File: config.mk
export PLATFORM = sky130hd
export DESIGN_NAME = lvds_capture_engine
export DESIGN_NICKNAME = d
export VERILOG_FILES = /design/src/rtl/lvds_capture_engine.sv
export SDC_FILE = /design/constraint.sdc
export NUM_CORES = 1
export LEC_CHECK = 0
export CAP_MARGIN = 40
export CORE_UTILIZATION = 30
export DETAILED_ROUTE_END_ITERATION = 6
export DONT_BUFFER_PORTS = 1
export MAX_ROUTING_LAYER = met4
export PLACE_DENSITY_LB_ADDON = 0.12
export REMOVE_ABC_BUFFERS = 1
export SETUP_SLACK_MARGIN = 0.4
export SLEW_MARGIN = 25
export SYNTH_ARGS = -nofsm -noshare
export SYNTH_HDL_FRONTEND = slang
export SYNTH_SLANG_ARGS = --single-unit
File: constraint.sdc
create_clock -name LVDS_CLK -period 2.3 [get_ports LVDS_CLK]
set_input_delay 0.46 -clock LVDS_CLK [delete_from_list [all_inputs] [get_ports LVDS_CLK]]
set_output_delay 0.46 -clock LVDS_CLK [all_outputs]
set_load 0.02 [all_outputs]
File: src/rtl/lvds_capture_engine.sv
// LVDS capture engine: writes NUM_LANES-wide samples into an external buffer in
// immediate, triggered (pre/post-trigger ring) or continuous mode, with decimation and abort.
module lvds_capture_engine #(
  parameter int NUM_LANES   = 4,
  parameter int DEPTH       = 512,
  parameter int ADDR_WIDTH  = 9,
  parameter int DECIM_WIDTH = 8
) (
  input  logic                   LVDS_CLK,
  input  logic                   LVDS_RST,
  input  logic [NUM_LANES-1:0]   LVDS_IN,
  input  logic                   START,
  input  logic                   ABORT,
  input  logic [1:0]             MODE,
  input  logic [ADDR_WIDTH-1:0]  POST_COUNT,
  input  logic [NUM_LANES-1:0]   TRIG_MASK,
  input  logic [NUM_LANES-1:0]   TRIG_VALUE,
  input  logic [DECIM_WIDTH-1:0] DECIM,
  output logic                   WR_EN,
  output logic [ADDR_WIDTH-1:0]  WR_ADDR,
  output logic [NUM_LANES-1:0]   WR_DATA,
  output logic                   BUSY,
  output logic                   DONE,
  output logic                   TRIGGERED,
  output logic [ADDR_WIDTH-1:0]  TRIG_ADDR,
  output logic                   WRAPPED
);

  localparam logic [ADDR_WIDTH-1:0] LAST_ADDR = ADDR_WIDTH'(DEPTH - 1);

  typedef enum logic [1:0] {IDLE, ARMED, POST, FILL} state_t;

  state_t                 state;
  logic                   continuous;
  logic                   finish_pending;
  logic [ADDR_WIDTH-1:0]  addr_cnt;
  logic [ADDR_WIDTH-1:0]  post_lat;
  logic [ADDR_WIDTH-1:0]  post_left;
  logic [DECIM_WIDTH-1:0] decim_lat;
  logic [DECIM_WIDTH-1:0] decim_cnt;
  logic [NUM_LANES-1:0]   mask_lat;
  logic [NUM_LANES-1:0]   value_lat;

  logic                   strobe;
  logic                   trig_hit;
  logic                   at_last_addr;
  logic [ADDR_WIDTH-1:0]  next_addr;

  always_comb begin
    strobe       = (state != IDLE) && !finish_pending && (decim_cnt == '0);
    trig_hit     = ((LVDS_IN ^ value_lat) & mask_lat) == '0;
    at_last_addr = (addr_cnt == LAST_ADDR);
    next_addr    = at_last_addr ? '0 : addr_cnt + ADDR_WIDTH'(1);
  end

  // finish_pending holds BUSY for the cycle of the final write so DONE follows it.
  always_ff @(posedge LVDS_CLK) begin
    if (LVDS_RST) begin
      state          <= IDLE;
      continuous     <= 1'b0;
      finish_pending <= 1'b0;
      addr_cnt       <= '0;
      post_lat       <= '0;
      post_left      <= '0;
      decim_lat      <= '0;
      decim_cnt      <= '0;
      mask_lat       <= '0;
      value_lat      <= '0;
      WR_EN          <= 1'b0;
      WR_ADDR        <= '0;
      WR_DATA        <= '0;
      BUSY           <= 1'b0;
      DONE           <= 1'b0;
      TRIGGERED      <= 1'b0;
      TRIG_ADDR      <= '0;
      WRAPPED        <= 1'b0;
    end else begin
      WR_EN <= 1'b0;
      DONE  <= 1'b0;
      if (state == IDLE) begin
        if (START && !ABORT) begin
          continuous     <= (MODE == 2'd2);
          post_lat       <= (POST_COUNT > LAST_ADDR) ? LAST_ADDR : POST_COUNT;
          decim_lat      <= DECIM;
          mask_lat       <= TRIG_MASK;
          value_lat      <= TRIG_VALUE;
          addr_cnt       <= '0;
          decim_cnt      <= '0;
          finish_pending <= 1'b0;
          TRIGGERED      <= 1'b0;
          TRIG_ADDR      <= '0;
          WRAPPED        <= 1'b0;
          BUSY           <= 1'b1;
          state          <= (MODE == 2'd1) ? ARMED : FILL;
        end
      end else if (ABORT) begin
        state          <= IDLE;
        BUSY           <= 1'b0;
        finish_pending <= 1'b0;
      end else if (finish_pending) begin
        state          <= IDLE;
        BUSY           <= 1'b0;
        DONE           <= 1'b1;
        finish_pending <= 1'b0;
      end else begin
        decim_cnt <= (decim_cnt == decim_lat) ? '0 : decim_cnt + DECIM_WIDTH'(1);
        if (strobe) begin
          WR_EN    <= 1'b1;
          WR_ADDR  <= addr_cnt;
          WR_DATA  <= LVDS_IN;
          addr_cnt <= next_addr;
          if (at_last_addr) WRAPPED <= 1'b1;
          case (state)
            FILL: begin
              if (!continuous && at_last_addr) finish_pending <= 1'b1;
            end
            ARMED: begin
              if (trig_hit) begin
                TRIGGERED <= 1'b1;
                TRIG_ADDR <= addr_cnt;
                if (post_lat == '0) begin
                  finish_pending <= 1'b1;
                end else begin
                  post_left <= post_lat;
                  state     <= POST;
                end
              end
            end
            POST: begin
              post_left <= post_left - ADDR_WIDTH'(1);
              if (post_left == ADDR_WIDTH'(1)) finish_pending <= 1'b1;
            end
            default: ;
          endcase
        end
      end
    end
  end

endmodule
Yosys cells after proc, flatten, opt, wreduce, memory -nomap -nowiden
Cells that the tools add are included.

Add/sub/neg operators: 3. Multiply operators: 0. Div/mod/pow operators: 0. $lt $le $gt $ge: 1. Equality and inequality tests: 14. Shift operators: 0. Muxes and demuxes: 57. Bitwise logic cells: 5. Reductions and logical operators: 32.

Operators by type and width (number): $mux W9 (15); $mux W8 (5); $mux W1 (26); $mux W2 (9); $pmux W9 S2 (1); $reduce_bool A2 Y1 (6); $reduce_bool A4 Y1 (3); $reduce_and A5 Y1 (2); $add A9 B1 Y9 const B (1); $eq A9 B1 Y1 const B (1); $eq A9 B9 Y1 const B (1); $gt A9 B9 Y1 const B (1); $logic_not A9 Y1 (1); $sub A9 B1 Y9 const B (1); $add A8 B1 Y8 const B (1); $eq A8 B8 Y1 (1); $logic_not A8 Y1 (1); $reduce_and A4 Y1 (2); $reduce_and A7 Y1 (1); $eq A2 B2 Y1 const B (3); $ne A2 B1 Y1 const B (3); $reduce_and A6 Y1 (1); $and A4 B4 Y4 (1); $eq A2 B1 Y1 const B (2); other kinds (14) (23).

Bits in registers: 82. Latch bits: 0. Bits in writable memories: 0. Memory bits (read-only): 0. Input port bits: 35. Output and inout bits: 27. Memories: 0.

Longest topological paths before layout
Depth after elaboration: 9. Mapped depth: 8.

Worst setup path before layout
Ideal clock, no wire load.

Kind: input to register. From: input port LVDS_IN[1]. To: register post_left[2]. Setup time: 0.058 ns. Data arrival time: 1.922 ns. Required time: 2.242 ns. Path slack: 0.319 ns. Stages: 6. Buffers on the path: 1. Cell sequence: xor2_1 a22o_1 or4_1 buf_4 a21oi_2 o221a_2.

Word-level cells in the longest chain between the ends: 5.

RTL lines: from (decl) (RTL line 11) `input logic [NUM_LANES-1:0] LVDS_IN,`; $xor A4 B4 Y4 (RTL line 51) `trig_hit = ((LVDS_IN ^ value_lat) & mask_lat) == '0;`; $and A4 B4 Y4 (RTL line 51); $logic_not A4 Y1 (RTL line 51); $ne A2 B2 Y1 (no source line); $reduce_and A7 Y1 (no source line); to (signal assigned) (RTL line 124) `post_left <= post_lat;`; to (signal assigned) (RTL line 130) `post_left <= post_left - ADDR_WIDTH'(1);`; to (decl) (RTL line 38) `logic [ADDR_WIDTH-1:0] post_left;`.

Every way passes these cells. A chain may end at the register's enable or synchronous reset.

Worst setup path after layout
From: register value_lat[0]. To: register post_left[4].

Word-level cells in the longest chain between the ends: 5.

RTL lines: from (decl) (RTL line 42) `logic [NUM_LANES-1:0] value_lat;`; from (signal assigned) (RTL line 68) `value_lat <= '0;`; from (signal assigned) (RTL line 86) `value_lat <= TRIG_VALUE;`; $xor A4 B4 Y4 (RTL line 51); $and A4 B4 Y4 (RTL line 51); $logic_not A4 Y1 (RTL line 51); $ne A2 B2 Y1 (no source line); $reduce_and A7 Y1 (no source line).

Every way passes these cells.

==> results_dict.tcl <==
set metrics [dict create \
    grtUsageMet3_pct 2.98 \
    busiest_layer "met2" \
    endpoint_kind "flip-flop" \
    vias_per_cell 5.02 \
    path_cells "xor2_1 > a22o_2 > or4_4 > a211o_1 > a21oi_1" \
    p_switching_mw 0.891 \
    tns_ns 0 \
    detail-route-antenna-nets 0 \
    grt_pass1_wl_mm 15.7 \
    cts_buffers 9 \
    drcViolationCount 0 \
    criticalPathCategory "flip-flop to flip-flop" \
    grt_max_degree 59 \
    path_clk_slew_ns 0.06 \
    pre_cts_ws_ns 0.115 \
    slew_headroom_pct 70.4 \
    multi_input_area_sq_um 2080 \
    min_period_ns 1.86 \
    stdcell_count 624 \
    placed_cells 602 \
    period_share_pct 80.9 \
    cp.required_ns 2.58 \
    synth_fa_ha_area_share_pct 2.00 \
    synth-main-ff-cell "dfxtp_1" \
    p_int_mw 2.37 \
    p_comb_share_pct 12.0 \
    synth_seq_cells 82 \
    seqPwrFrac_pct 46.4 \
    synthSimpleGateAreaFrac_pct 25.0 \
    cts_root_buf "clkbuf_16" \
    wl_per_cell_um 15.5 \
    yosysUniqueCellTypes 60 \
    crit_slowest_cell "or4_4" \
    synth_compound_area_share_pct 20.0 \
    overflow 0 \
    muxShareOfSynthArea_pct 0 \
    postLayoutCoreUtil_pct 37.1 \
    fillers 1297 \
    initial_core_util_pct 31.1 \
    setup_violations 0 \
    finalWirelength_mm 9.68 \
    cts_tree "built" \
    tightestPinTransition_ns 0.440 \
    hold_viol_final 0 \
    hp-class "input pin to flip-flop" \
    die_w_um 114 \
    io_pins 62 \
    grt_pass1_vias 3015 \
    die_area_sq_um 13000 \
    synth_xor_area_share_pct 5.59 \
    core_area_sq_um 12100 \
    worst_setup_path_start_kind "flip-flop" \
    rows 40 \
    clock_path_buffers 2 \
    syn_area_sq_um 3760 \
    p_per_area_nw_per_um2 726 \
    p_sw_share_pct 27.3 \
    maxClockFrequency_mhz 537 \
    io_buffers 0 \
    area_delta_synth_final_pct 19.4 \
    htreeDepth 3 \
    drtIter0Drc 136 \
    skew_ns 0.00935 \
    met2_usage_pct 25.6 \
    arrival_ns 2.14 \
    max-vdd-ir-drop_mv 0.300 \
    cap_viol_max_count 0 \
    async_reset_ff_share_pct 0 \
    status "completed" \
    cpPeakStageDelay_ns 0.62 \
    synth_cells 432 \
    grtUsageMet1_pct 20.1 \
    final_max_slew_viol_count 0 \
    antenna_found_initial 0 \
    syn_avg_cell_area_sq_um 8.71 \
    fp.dieH_um 114 \
    leakagePower_nw 1.55 \
    nets 492 \
    p_total_mw 3.26 \
    num_vias 3131 \
    yosysWarnings 0 \
    hpwl_mm 6.83 \
    postCtsHoldBufs 0 \
    first_pass_iters 4 \
    drive_gt1_share_pct 20.8 \
    track_usage_pct 16.2 \
    regArea_sq_um 1660 \
    setup_slack_ns 0.439 \
    synth_top_family_by_area "simple AND/OR/NAND/NOR gates" \
    clkSinkCount 82 \
    worstPathMaxFanout 6 \
    clock_latency_ns 0.34 \
    seq_area_frac_synth_pct 43.6 \
    clockPowerShare_pct 41.6 \
    synth_edf_count 0 \
    rsz0062_at_grt "true" \
    antennaDiodeCount 0 \
    place_congestion 0.833 \
]
layout by cell type, fill, tap and decap left out, types with 7 or more instances in the layout:
cell type and count:
a21oi_1 45, clkbuf_16 9, dfxtp_1 75, xor2_1 7
xnor2_1 17, nor2_1 24, buf_4 27, nand2_1 90
inv_1 10, nor3_1 12, nand3_1 12, a22o_1 9
Yosys cell counts, types with 3 or more instances:
cell / n / area (sq um)
a21o_1: 3 / 22.5
a21oi_1: 48 / 240
a22o_1: 11 / 96.3
and3_1: 3 / 18.8
and4_1: 3 / 26.3
buf_2: 4 / 20.0
clkbuf_1: 14 / 52.6
dfxtp_1: 82 / 1640
ha_1: 6 / 75.1
inv_1: 10 / 37.5
nand2_1: 91 / 342
nand3_1: 12 / 60.1
nand4_1: 6 / 37.5
nor2_1: 27 / 101
nor3_1: 13 / 65.1
nor4_2: 3 / 37.5
nor4_4: 3 / 63.8
o2111ai_1: 4 / 35.0
o21ai_0: 5 / 25.0
o221a_2: 3 / 33.8
o31ai_1: 5 / 37.5
o41ai_1: 3 / 26.3
or4_1: 5 / 37.5
xnor2_1: 17 / 149
xor2_1: 7 / 61.3
routing by layer:
| metal | vias to the layer above | part of all wire (%) |
|---|---|---|
| met2 | 55 | 48 |
| li1 | 1580 | - |
| met1 | 1481 | 46 |
| met4 | 0 | 1.8 |
| met3 | 15 | 3.3 |
| met5 | - | 0 |
flip-flops by register name, summed over array words and instances (netlist names), 2 cells and up:
| signal | count |
|---|---|
| decim_cnt | 8 |
| TRIG_ADDR | 9 |
| post_lat | 9 |
| addr_cnt | 9 |
| decim_lat | 8 |
| state | 2 |
| post_left | 9 |
| value_lat | 4 |
| WR_ADDR | 9 |
| mask_lat | 4 |
| WR_DATA | 4 |
metrics by stage:
step / hold slack, ns / area (sq um)
4_1_cts: 0.168 / 4390
6_report: 0.176 / 4490
5_1_grt: 0.165 / 4490
3_3_place_gp: 0.442 / 4050
3_5_place_dp: 0.441 / 4050
2_1_floorplan: 0.430 / 3660
layout make-up:
cell class	count	area share (%)
Timing Repair Buffer	29	5.01
Multi-Input combinational cell	318	46.4
Clock buffer	9	5.01
Tap cell	168	4.68
Inverter	11	0.919
Clock inverter	7	1.17
Sequential cell	82	36.8
worst paths after layout:
| path | to | depth (start not counted) | start | slack, ns |
|---|---|---|---|---|
| setup / recovery | post_left[4] | 5 | value_lat[0] | 0.44 |
| hold / removal | value_lat[0] | 1 | LVDS_RST | 0.18 |
| setup reg to reg | post_left[4] | 5 | value_lat[0] | 0.44 |
| hold reg to reg | mask_lat[0] | 2 | mask_lat[0] | 0.45 |
cells by family (layout without fill, tap and decap cells):
logic type,Yosys count,count (layout)
XOR/XNOR,24,24
flip-flops,82,82
adder cells (fa/ha/maj),6,6
AND/OR/NAND/NOR,182,182
buffers and inverters,32,56
AO/OA/AOI/OAI,106,106
critical path: cells and delay by family, from the launching register on:
kind                      cells  cell delay, ns
and+or+nand+nor               1            0.62
AOI/OAI and AO/OA             3            0.71
DFF                           1            0.32
xor gates and xnor gates      1            0.14
power by group through the flow:
stage,Sequential [mW],Clock (mW),Combinational (mW)
3_3_place_gp,1.54,0,0.346
4_1_cts,1.51,1.40,0.367
5_1_grt,1.52,1.47,0.432
2_1_floorplan,1.53,0,0.228
6_report,1.51,1.36,0.391
3_5_place_dp,1.55,0,0.348
timing repair:
item	4_1_cts	5_1_grt
buffers inserted	2	4
resized for setup	12	25
endpoints found under the setup margin	25	26
pin swaps	3	14
(Power assumes the default switching activity.)
